===== config.mk =====
export PLATFORM = sky130hd
export DESIGN_NAME = fir_dac_spi
export DESIGN_NICKNAME = d
export VERILOG_FILES = /design/src/rtl/fir_dac_pkg.sv /design/src/rtl/fir_out_quant.sv /design/src/rtl/fir_dac_spi.sv
export SDC_FILE = /design/constraint.sdc
export NUM_CORES = 1
export LEC_CHECK = 0
export ABC_AREA = 0
export BUFFER_PORTS_ARGS = -buffer_cell sky130_fd_sc_hd__buf_2
export CELL_PAD_IN_SITES_DETAIL_PLACEMENT = 1
export CELL_PAD_IN_SITES_GLOBAL_PLACEMENT = 2
export CORE_AREA = 2 2 82 99
export DETAILED_ROUTE_END_ITERATION = 12
export DIE_AREA = 0 0 84 101
export GPL_TIMING_DRIVEN = 0
export PLACE_DENSITY = 0.77
export SYNTH_ARGS = -nofsm -noshare
export SYNTH_HDL_FRONTEND = slang
export SYNTH_SLANG_ARGS = --single-unit
export TNS_END_PERCENT = 10

===== constraint.sdc =====
create_clock -name CLOCK -period 2.8 [get_ports CLOCK]
set_input_delay 0 -clock CLOCK [delete_from_list [all_inputs] [get_ports CLOCK]]
set_output_delay 0 -clock CLOCK [all_outputs]
set_load 0.05 [all_outputs]

===== src/rtl/fir_dac_pkg.sv =====
// Shared definitions for the FIR-to-DAC output stage.
//   - FSM state encoding for the SPI frame sequencer (IDLE, SHIFT, GAP)
//   - default control nibble placed ahead of the 12-bit DAC code
//   - saturation limits of the signed 12-bit intermediate value
package fir_dac_pkg;

  localparam logic [1:0] ST_IDLE  = 2'd0;
  localparam logic [1:0] ST_SHIFT = 2'd1;
  localparam logic [1:0] ST_GAP   = 2'd2;

  localparam logic [3:0] CTRL_DEFAULT = 4'b0011;

  localparam int SAT_MAX = 2047;
  localparam int SAT_MIN = -2048;

endpackage


===== src/rtl/fir_out_quant.sv =====
// Combinational quantiser: rounds a signed filter result half toward +inf,
// arithmetic-shifts it right by SHIFT, saturates to the signed DAC range and
// converts to offset binary.
// Ports:
//   i_din  in  IN_W   signed filter sample
//   code   out OUT_W  offset-binary DAC code
//   sat    out 1      high when the shifted value had to be clipped
module fir_out_quant
  import fir_dac_pkg::*;
#(
  parameter int IN_W  = 29,
  parameter int OUT_W = 12,
  parameter int SHIFT = 15
) (
  input  logic signed [IN_W-1:0]  i_din,
  output logic        [OUT_W-1:0] code,
  output logic                    sat
);

  // One extra bit so adding the rounding constant can never wrap.
  localparam int SUM_W = IN_W + 1;
  localparam logic signed [SUM_W-1:0] RND   = SUM_W'(1) << (SHIFT - 1);
  localparam logic signed [SUM_W-1:0] Q_MAX = SUM_W'(SAT_MAX);
  localparam logic signed [SUM_W-1:0] Q_MIN = SUM_W'(SAT_MIN);

  logic signed [SUM_W-1:0] w_sum;
  logic signed [SUM_W-1:0] w_q;
  logic        [OUT_W-1:0] w_clip;

  // Returns {clipped, value}.
  function automatic logic [OUT_W:0] saturate(input logic signed [SUM_W-1:0] q);
    if (q > Q_MAX) begin
      return {1'b1, OUT_W'(SAT_MAX)};
    end
    if (q < Q_MIN) begin
      return {1'b1, OUT_W'(SAT_MIN)};
    end
    return {1'b0, q[OUT_W-1:0]};
  endfunction

  always_comb begin
    w_sum         = $signed({i_din[IN_W-1], i_din}) + RND;
    w_q           = w_sum >>> SHIFT;
    {sat, w_clip} = saturate(w_q);
    // Offset binary: flipping the sign bit adds 2^(OUT_W-1).
    code          = {~w_clip[OUT_W-1], w_clip[OUT_W-2:0]};
  end

endmodule


===== src/rtl/fir_dac_spi.sv =====
// FIR output stage: quantises each filter sample to a 12-bit offset-binary
// code and ships {CTRL, code} as a 16-bit SPI mode-0 frame, MSB first. A
// one-deep pending register holds a sample that arrives while a frame (or
// the CS-high gap after it) is in progress.
// Ports:
//   CLOCK      in  1     system clock
//   RESET      in  1     synchronous active-high reset
//   din        in  IN_W  signed filter sample
//   din_valid  in  1     one-cycle strobe qualifying din
//   busy       out 1     frame or trailing gap in progress
//   overflow   out 1     pulse: loaded sample was saturated
//   dropped    out 1     pulse: unsent pending sample was overwritten
//   dac_cs_n   out 1     SPI chip select, active low
//   dac_sclk   out 1     SPI clock, idles low
//   dac_mosi   out 1     SPI data
module fir_dac_spi
  import fir_dac_pkg::*;
#(
  parameter int         IN_W    = 29,
  parameter int         OUT_W   = 12,
  parameter int         SHIFT   = 15,
  parameter int         CLK_DIV = 4,
  parameter logic [3:0] CTRL    = CTRL_DEFAULT
) (
  input  logic                   CLOCK,
  input  logic                   RESET,
  input  logic signed [IN_W-1:0] din,
  input  logic                   din_valid,
  output logic                   busy,
  output logic                   overflow,
  output logic                   dropped,
  output logic                   dac_cs_n,
  output logic                   dac_sclk,
  output logic                   dac_mosi
);

  localparam int FRAME_W = 4 + OUT_W;
  localparam int CNT_W   = $clog2(CLK_DIV);
  localparam int HALF_W  = $clog2(2 * FRAME_W);
  localparam logic [CNT_W-1:0]  CNT_LAST  = CNT_W'(CLK_DIV - 1);
  localparam logic [HALF_W-1:0] HALF_LAST = HALF_W'(2 * FRAME_W - 1);

  logic [1:0]              r_state;
  logic [CNT_W-1:0]        r_cnt;
  logic [HALF_W-1:0]       r_half;
  logic [FRAME_W-1:0]      r_shreg;
  logic                    r_pend;
  logic signed [IN_W-1:0]  r_pend_din;
  logic                    r_busy;
  logic                    r_overflow;
  logic                    r_dropped;
  logic                    r_cs_n;
  logic                    r_sclk;
  logic                    r_mosi;

  logic                    w_avail;
  logic signed [IN_W-1:0]  w_qin;
  logic [OUT_W-1:0]        w_code;
  logic                    w_sat;
  logic [FRAME_W-1:0]      w_frame;

  // A fresh strobe always wins over the held sample.
  assign w_avail = din_valid | r_pend;
  assign w_qin   = din_valid ? din : r_pend_din;
  assign w_frame = {CTRL, w_code};

  fir_out_quant #(
    .IN_W  (IN_W),
    .OUT_W (OUT_W),
    .SHIFT (SHIFT)
  ) u_quant (
    .i_din (w_qin),
    .code  (w_code),
    .sat   (w_sat)
  );

  always_ff @(posedge CLOCK) begin
    if (RESET) begin
      r_state    <= ST_IDLE;
      r_cnt      <= '0;
      r_half     <= '0;
      r_shreg    <= '0;
      r_pend     <= 1'b0;
      r_busy     <= 1'b0;
      r_overflow <= 1'b0;
      r_dropped  <= 1'b0;
      r_cs_n     <= 1'b1;
      r_sclk     <= 1'b0;
      r_mosi     <= 1'b0;
    end else begin
      r_overflow <= 1'b0;
      r_dropped  <= 1'b0;
      case (r_state)
        ST_IDLE: begin
          if (w_avail) begin
            r_shreg    <= w_frame;
            r_mosi     <= w_frame[FRAME_W-1];
            r_cs_n     <= 1'b0;
            r_busy     <= 1'b1;
            r_cnt      <= '0;
            r_half     <= '0;
            r_overflow <= w_sat;
            r_dropped  <= din_valid & r_pend;
            r_pend     <= 1'b0;
            r_state    <= ST_SHIFT;
          end
        end
        ST_SHIFT: begin
          if (r_cnt == CNT_LAST) begin
            r_cnt  <= '0;
            r_half <= r_half + 1'b1;
            if (r_half == HALF_LAST) begin
              // Final falling edge: close the frame without shifting.
              r_sclk  <= 1'b0;
              r_cs_n  <= 1'b1;
              r_state <= ST_GAP;
            end else begin
              r_sclk <= ~r_sclk;
              // Falling edge: present the next bit while SCLK is low.
              if (r_sclk) begin
                r_shreg <= r_shreg << 1;
                r_mosi  <= r_shreg[FRAME_W-2];
              end
            end
          end else begin
            r_cnt <= r_cnt + 1'b1;
          end
        end
        ST_GAP: begin
          if (r_cnt == CNT_LAST) begin
            r_cnt   <= '0;
            r_busy  <= 1'b0;
            r_state <= ST_IDLE;
          end else begin
            r_cnt <= r_cnt + 1'b1;
          end
        end
        default: begin
          r_state <= ST_IDLE;
        end
      endcase

      // Any strobe outside IDLE lands in the pending slot, including the
      // last GAP cycle; it then starts in the following IDLE cycle.
      if (r_state != ST_IDLE && din_valid) begin
        r_pend    <= 1'b1;
        r_dropped <= r_pend;
      end
    end
  end

  // Sample payload needs no reset; r_pend qualifies it.
  always_ff @(posedge CLOCK) begin
    if (r_state != ST_IDLE && din_valid) begin
      r_pend_din <= din;
    end
  end

  assign busy     = r_busy;
  assign overflow = r_overflow;
  assign dropped  = r_dropped;
  assign dac_cs_n = r_cs_n;
  assign dac_sclk = r_sclk;
  assign dac_mosi = r_mosi;

endmodule

==> summary.md, run 1 <==
| Metric | Value |
|---|---|
| Status | `completed` |
| TritonCTS clock tree | `built` |
| Final min period | `2.56 ns` |
| Core area | `7580 um2` |
| Share of cells above drive strength 1 | `0.178` |
| Routed WL | `6.48 mm` |
| Antenna cells | `0` |
| Detailed Routing Iterations Pass 1 | `4` |
| Routability congestion estimate | `0.774` |
| Die area | `8480 um2` |
| Avg Cell Area, Syn | `9.64 um2` |
| Share of the synthesized area in the top cell type | `0.242` |
| M1 GR Usage | `0.199` |
| Post-CTS setup buffers | `0` |
| Number of synthesized flops with an enable pin | `15` |
| TNS Setup | `0 ns` |
| Ports | `38` |
| Most used DFF post-synth | `dfxtp_1` |
| Pins Over Slew Limit | `0` |
| Max-Cap Viols | `0` |
| Sequential area share after synthesis | `0.418` |
| Synth Area in Adders | `0.0342` |
| Required @ worst endpoint | `3.01 ns` |
| Max Fclk | `391 MHz` |
| Later-pin clock latency in the skew report | `0.30 ns` |
| DR DRC count | `0` |
| RSZ-0062 raised after global routing | `false` |
| Simple-Gate Fraction of Synth Area | `0.199` |
| Critical path type | `reg2reg` |
| Synth area leader | `dfxtp_1` |
| Worst EP arrival | `2.76 ns` |
| Largest net degree at the start of global routing | `16` |
| Post-Syn Area | `2560 um2` |
| Main combinational cell family by area after synthesis | `simple AND/OR/NAND/NOR gates` |
| Post-synth ARST share | `0` |
| Slowest cell on crit path | `edfxtp_1` |
| Syn_nets | `305` |
| Crit path buf inv count | `1` |
| Crit-path leading delay family | `compound AO/OA/AOI/OAI gates` |
| Hold Vio Cnt, Final | `0` |
| Via density | `5.36` |
| Fin crit share | `0.913` |
| Post-Synth XOR/XNOR Area | `0.0410` |
| All-layer global routing usage | `0.169` |
| Deepest clock path buffer count | `2` |
| Power per standard cell area | `548 nW/um2` |
| Yosys warns | `0` |
| CTS Buf Count | `5` |
| H-tree depth | `2` |
| Vias in the first global route | `2336` |
| Port bufs | `21` |
| First-pass GRT wire length | `11.4 mm` |
| GR Util met2 | `0.311` |
| Mux contribution to synthesized area | `0.0781` |
| Starting density of the core | `0.338` |
| Met3 Usage GRT | `0.0287` |
| Worst-path clk slew | `0.09 ns` |
| Hold Slack | `0.0798 ns` |
| CP cell instances | `mux2_2 -> ha_1 -> nand4_1 -> a22oi_4 -> nand2_1 -> a311oi_1 -> a41o_1 -> buf_4 -> o21ai_1 -> a32o_1` |
| DR iter-0 viols | `42` |
| Post-DP HPWL | `4.79 mm` |
| Commonest non-fill, non-tap cell in the layout | `nand2_1` |
| Mapped Cells | `266` |
| Area grow syn2layout | `18.0%` |
| Initial antenna violation count | `0` |
| Actual slew at the worst max-slew pin | `0.809 ns` |
| CP endpoint kind | `flip-flop` |
| Pleak | `1.16 nW` |
| Post-DR wirelength/cell | `16.2 um` |
| Nets | `347` |
| Setup Viol. Count Final | `0` |
| Peak supply drop | `0.000347 V` |
| Commonest non-fill, non-tap cells in the layout | `32 x nand2_1, 31 x dfxtp_1, 21 x buf_2` |
| Max-slew headroom | `0.459` |
| Busiest grt layer | `met2` |
| Post-synthesis cell type count | `50` |
| Synth Area in Compound Gates | `0.199` |
| Area contributors post-synth | `dfxtp_1 24%, edfxtp_1 18%, mux2i_1 5.1%` |
| Crit-path max cell delay | `0.41 ns` |
| Hold Crit Class | `in2reg` |
| DR vias | `2148` |
| Post-DRT Antenna Nets | `0` |
| Die Y | `101 um` |
| Root Driver | `clkbuf_8` |
| Overflow after GRT | `0` |
| Crit Path Max Fanout | `9` |
| FP Rows | `35` |
| CTS Sinks | `46` |
| Worst Setup Start Kind | `flip-flop` |
| Tot Pwr | `1.66 mW` |
| Clk_skew | `0.00647 ns` |
| Yosys reg bits | `46` |
| R2R Setup Slk | `0.24 ns` |
| Die Width | `84 um` |
[per-stage QoR]
stage | instance area (um2) | setup WS, ns | utilization | cells
finish | 3030 | 0.243 | 0.399 | 401
global route | 3030 | 0.0275 | 0.399 | 401
CTS | 3030 | 0.215 | 0.400 | 402
detailed placement | 2780 | -0.106 | 0.367 | 379
global placement | 2780 | -0.114 | 0.367 | 379
floorplan | 2560 | 0.319 | - | 266
[final timing paths]
| check | from | to | depth (start not counted) |
|---|---|---|---|
| min | RESET | overflow | 2 |
| max reg2reg | r_pend_din[14] | r_shreg[7] | 10 |
| max | r_pend_din[14] | r_shreg[7] | 10 |
| min reg2reg | r_shreg[5] | r_shreg[5] | 2 |
[area by class of cell]
cell class / count / area (um2)
buffer: 10 / 60.1
clock buffer: 6 / 82.6
clock inverter: 2 / 11.3
fill: 889 / 4550
inverter: 4 / 15.0
multi-input combinational: 205 / 1420
sequential: 46 / 1070
tap: 92 / 115
timing repair buffer: 36 / 255
[what timing repair did]
item                                    CTS  global route
resized for setup                         0             0
endpoints found under the setup margin    0             1
hold endpoints to repair                 15             0
hold buffers                             15             0
[routing by layer]
layer  vias up  part of all wire
met5         -                 0
met4         0             0.012
met3         7             0.016
met2        20              0.52
met1      1060              0.45
li1       1061                 -
[where the power goes]
group	internal (mW)	switching (mW)	leakage, nW
registers	0.765	0.0435	0.391
logic	0.158	0.259	0.721
clock network	0.199	0.231	0.0515
total	1.12	0.534	1.16
[worst register-to-register path, stage by stage (launching register included)]
cell      delay [ns]
edfxtp_1        0.41
mux2_2          0.18
ha_1            0.25
nand4_1         0.24
a22oi_4         0.26
nand2_1         0.17
a311oi_1        0.33
a41o_1          0.14
buf_4           0.15
o21ai_1         0.09
a32o_1          0.25
[logic make-up after synthesis]
kind of cell | Yosys count
buffers and inverters | 15
xor gates and xnor gates | 12
DFF | 46
muxes | 19
AOI/OAI and AO/OA | 75
adders and majority gates | 7
and+or+nand+nor | 92
[Yosys cell counts, drive strengths merged, types with 2 or more instances]
| library cell | instances |
|---|---|
| xnor2 | 7 |
| nor2b | 3 |
| xor2 | 5 |
| inv | 4 |
| o211ai | 4 |
| nor2 | 20 |
| a32oi | 2 |
| mux2i | 14 |
| o21a | 7 |
| nand4 | 4 |
| nor3 | 4 |
| clkbuf | 5 |
| dfxtp | 31 |
| nand3b | 4 |
| nand3 | 11 |
| buf | 6 |
| a22oi | 6 |
| nand2 | 34 |
| a21oi | 20 |
| nand2b | 3 |
| edfxtp | 15 |
| nand4b | 4 |
| a32o | 2 |
| and3 | 4 |
| ha | 7 |
| a211oi | 2 |
| o21ai | 25 |
| mux2 | 5 |
[sequential cells by signal, indices dropped and copies added, names as in the netlist]
signal,cells
dac_mosi,1
dropped,1
r_shreg,15
r_state,2
dac_sclk,1
r_half,5
r_pend_din,15
r_cnt,2
busy,1
r_pend,1
overflow,1
dac_cs_n,1
Note: power is estimated with default switching activity, not from simulation.
==> run 2, diff against run 1 <==
Settings changed: BUFFER_PORTS_ARGS -buffer_cell sky130_fd_sc_hd__buf_2 to not set, CORE_AREA 2 2 82 99 to 2 2 78 94, DIE_AREA 0 0 84 101 to 0 0 80 96, DONT_BUFFER_PORTS set to 1.
==> run 2 against run 1 <==
Effect of this change: combinational power decreased by 10%; sequential share of layout area increased by 1.5 points; register-to-register slack got worse by 0.05 ns; critical path type unchanged; highest routed layer unchanged.
==> summary.md, run 2 (synthesized netlist as in run 1, its figures left out) <==
| Metric | Value |
|---|---|
| Power per standard cell area | `552 nW/um2` |
| Initial antenna violation count | `0` |
| TritonCTS clock tree | `built` |
| Pre-CTS setup slack | `-0.195 ns` |
| Starting density of the core | `0.379` |
| Die Width | `80 um` |
| H-tree depth | `2` |
| Pins Over Slew Limit | `0` |
| Critical path type | `reg2reg` |
| CTS Buf Count | `5` |
| Port bufs | `0` |
| DR DRC count | `0` |
| Metal3 WL | `171 um` |
| Slowest cell on crit path | `edfxtp_1` |
| Area grow syn2layout | `13.3%` |
| Max-Cap Viols | `0` |
| Final std cells w/o fill | `374` |
| Routability congestion estimate | `0.727` |
| Crit Path Max Fanout | `9` |
| DR iter-0 viols | `63` |
| Met2 wire length | `3.26 mm` |
| Later-pin clock latency in the skew report | `0.30 ns` |
| Required @ worst endpoint | `3.00 ns` |
| Placed instance count | `353` |
| R2R Path Start | `r_pend_din[14]` |
| FP Rows | `33` |
| Hold depth | `2` |
| WHS Endpoint | `overflow` |
| Post-Route M1 WL | `2.85 mm` |
| Crit-path leading delay family | `compound AO/OA/AOI/OAI gates` |
| Post-CTS setup buffers | `0` |
| Die area | `7680 um2` |
| Worst Setup Start Kind | `flip-flop` |
| Hold Crit Class | `in2reg` |
| Antenna cells | `0` |
| Root Driver | `clkbuf_8` |
| CP endpoint kind | `flip-flop` |
| Max layer used | `met4` |
| Largest net degree at the start of global routing | `16` |
| Final min period | `2.60 ns` |
| Pleak | `1.07 nW` |
| Vias in the first global route | `2212` |
| Deepest clock path buffer count | `2` |
| Ports | `38` |
| Worst EP arrival | `2.80 ns` |
| Core area | `6770 um2` |
| Routed WL | `6.34 mm` |
| Hold Startpoint | `RESET` |
| Hold Vio Cnt, Final | `0` |
| FF-to-FF End | `r_shreg[7]` |
| DR vias | `2054` |
| Hold Slack | `0.0905 ns` |
| Die Y | `96 um` |
| Reg2Reg Depth | `10` |
| Via density | `5.49` |
| Max Fclk | `384 MHz` |
| All-layer global routing usage | `0.182` |
| Actual slew at the worst max-slew pin | `0.827 ns` |
| Post-DP HPWL | `4.68 mm` |
| Commonest non-fill, non-tap cells in the layout | `32 x nand2_1, 31 x dfxtp_1, 19 x a21oi_1, 19 x nor2_1, 17 x o21ai_0` |
| Overflow after GRT | `0` |
| Crit path buf inv count | `1` |
| Post-DRT Antenna Nets | `0` |
| R2R Setup Slk | `0.20 ns` |
| Status | `completed` |
| Setup Viol. Count Final | `0` |
| Crit-path max cell delay | `0.40 ns` |
| Commonest non-fill, non-tap cell in the layout | `nand2_1` |
| Peak supply drop | `0.000311 V` |
| RSZ-0062 raised after global routing | `false` |
| Top flop regs | `r_pend_din x15, r_shreg x15, r_half x5` |
| Share of cells above drive strength 1 | `0.118` |
| Worst-path clk slew | `0.09 ns` |
| Fill cell count | `785` |
| Fin crit share | `0.930` |
| Detailed Routing Iterations Pass 1 | `4` |
| CP cell instances | `mux2_2 -> ha_1 -> nand4_1 -> a22oi_4 -> nand2_1 -> a311oi_2 -> a41o_1 -> buf_4 -> o21ai_1 -> a32o_1` |
| First-pass GRT wire length | `10.8 mm` |
| CTS Sinks | `46` |
| Max-slew headroom | `0.446` |
| Clk_skew | `0.00570 ns` |
| Nets | `326` |
| Post-DR wirelength/cell | `17.0 um` |
| Final WS setup | `0.195 ns` |
-- run 2: cell count changes in the layout (fill, tap and decap cells not counted), sizes merged --
cell	before	now
clkinv	1	2
clkbuf	11	10
buf	26	5
inv	5	4
-- run 2: worst reg2reg max path, stage by stage (launching register included) --
cell and delay (ns):
edfxtp_1 0.40, mux2_2 0.18, ha_1 0.26, nand4_1 0.25
a22oi_4 0.25, nand2_1 0.18, a311oi_2 0.36, a41o_1 0.14
buf_4 0.15, o21ai_1 0.08, a32o_1 0.26
-- run 2: worst max-delay path by stage --
stage / startpoint / to / slack [ns] / cells after the start
after floorplan: din_valid / r_shreg[3] / 0.32 / 12
after global placement: din_valid / r_shreg[7] / -0.11 / 13
after detailed placement: din_valid / r_shreg[7] / -0.19 / 13
after CTS: din_valid / r_shreg[7] / 0.09 / 13
after global routing: r_pend_din[15] / r_shreg[7] / 0.01 / 10
final: r_pend_din[14] / r_shreg[7] / 0.20 / 10
-- run 2: final cells by class --
class	instances	area [um2]	area share
multi-input combinational	205	1420	0.489
timing repair buffer	15	150	0.0517
tap	87	109	0.0375
buffer	10	60.1	0.0207
clock inverter	2	10.0	0.00345
inverter	4	15.0	0.00517
sequential	46	1070	0.369
clock buffer	5	68.8	0.0237
-- run 2: power breakdown --
group          total (mW)  internal (mW)  switching [mW]
logic               0.375          0.148           0.227
registers           0.831          0.765          0.0663
clock network       0.397          0.168           0.229
-- run 2: timing repair --
action | CTS | global route
hold buffers | 15 | 0
endpoints found under the setup margin | 0 | 3
resized for setup | 0 | 1
endpoints found under the hold margin | 15 | 0
-- run 2: metal layers --
| metal | up-vias | track usage |
|---|---|---|
| li1 | 1017 | - |
| met1 | 1010 | 0.229 |
| met2 | 22 | 0.321 |
| met3 | 5 | 0.0375 |
| met4 | 0 | 0.0381 |
| met5 | - | 0 |
-- run 2: metrics by stage --
| step | setup TNS [ns] | total power [mW] | util | area (um2) |
|---|---|---|---|---|
| floorplan | 0 | 1.11 | - | 2560 |
| global placement | -0.271 | 1.20 | 0.395 | 2670 |
| detailed placement | -0.673 | 1.21 | 0.395 | 2670 |
| CTS | 0 | 1.62 | 0.428 | 2900 |
| global route | 0 | 1.69 | 0.429 | 2910 |
| finish | 0 | 1.60 | 0.429 | 2910 |
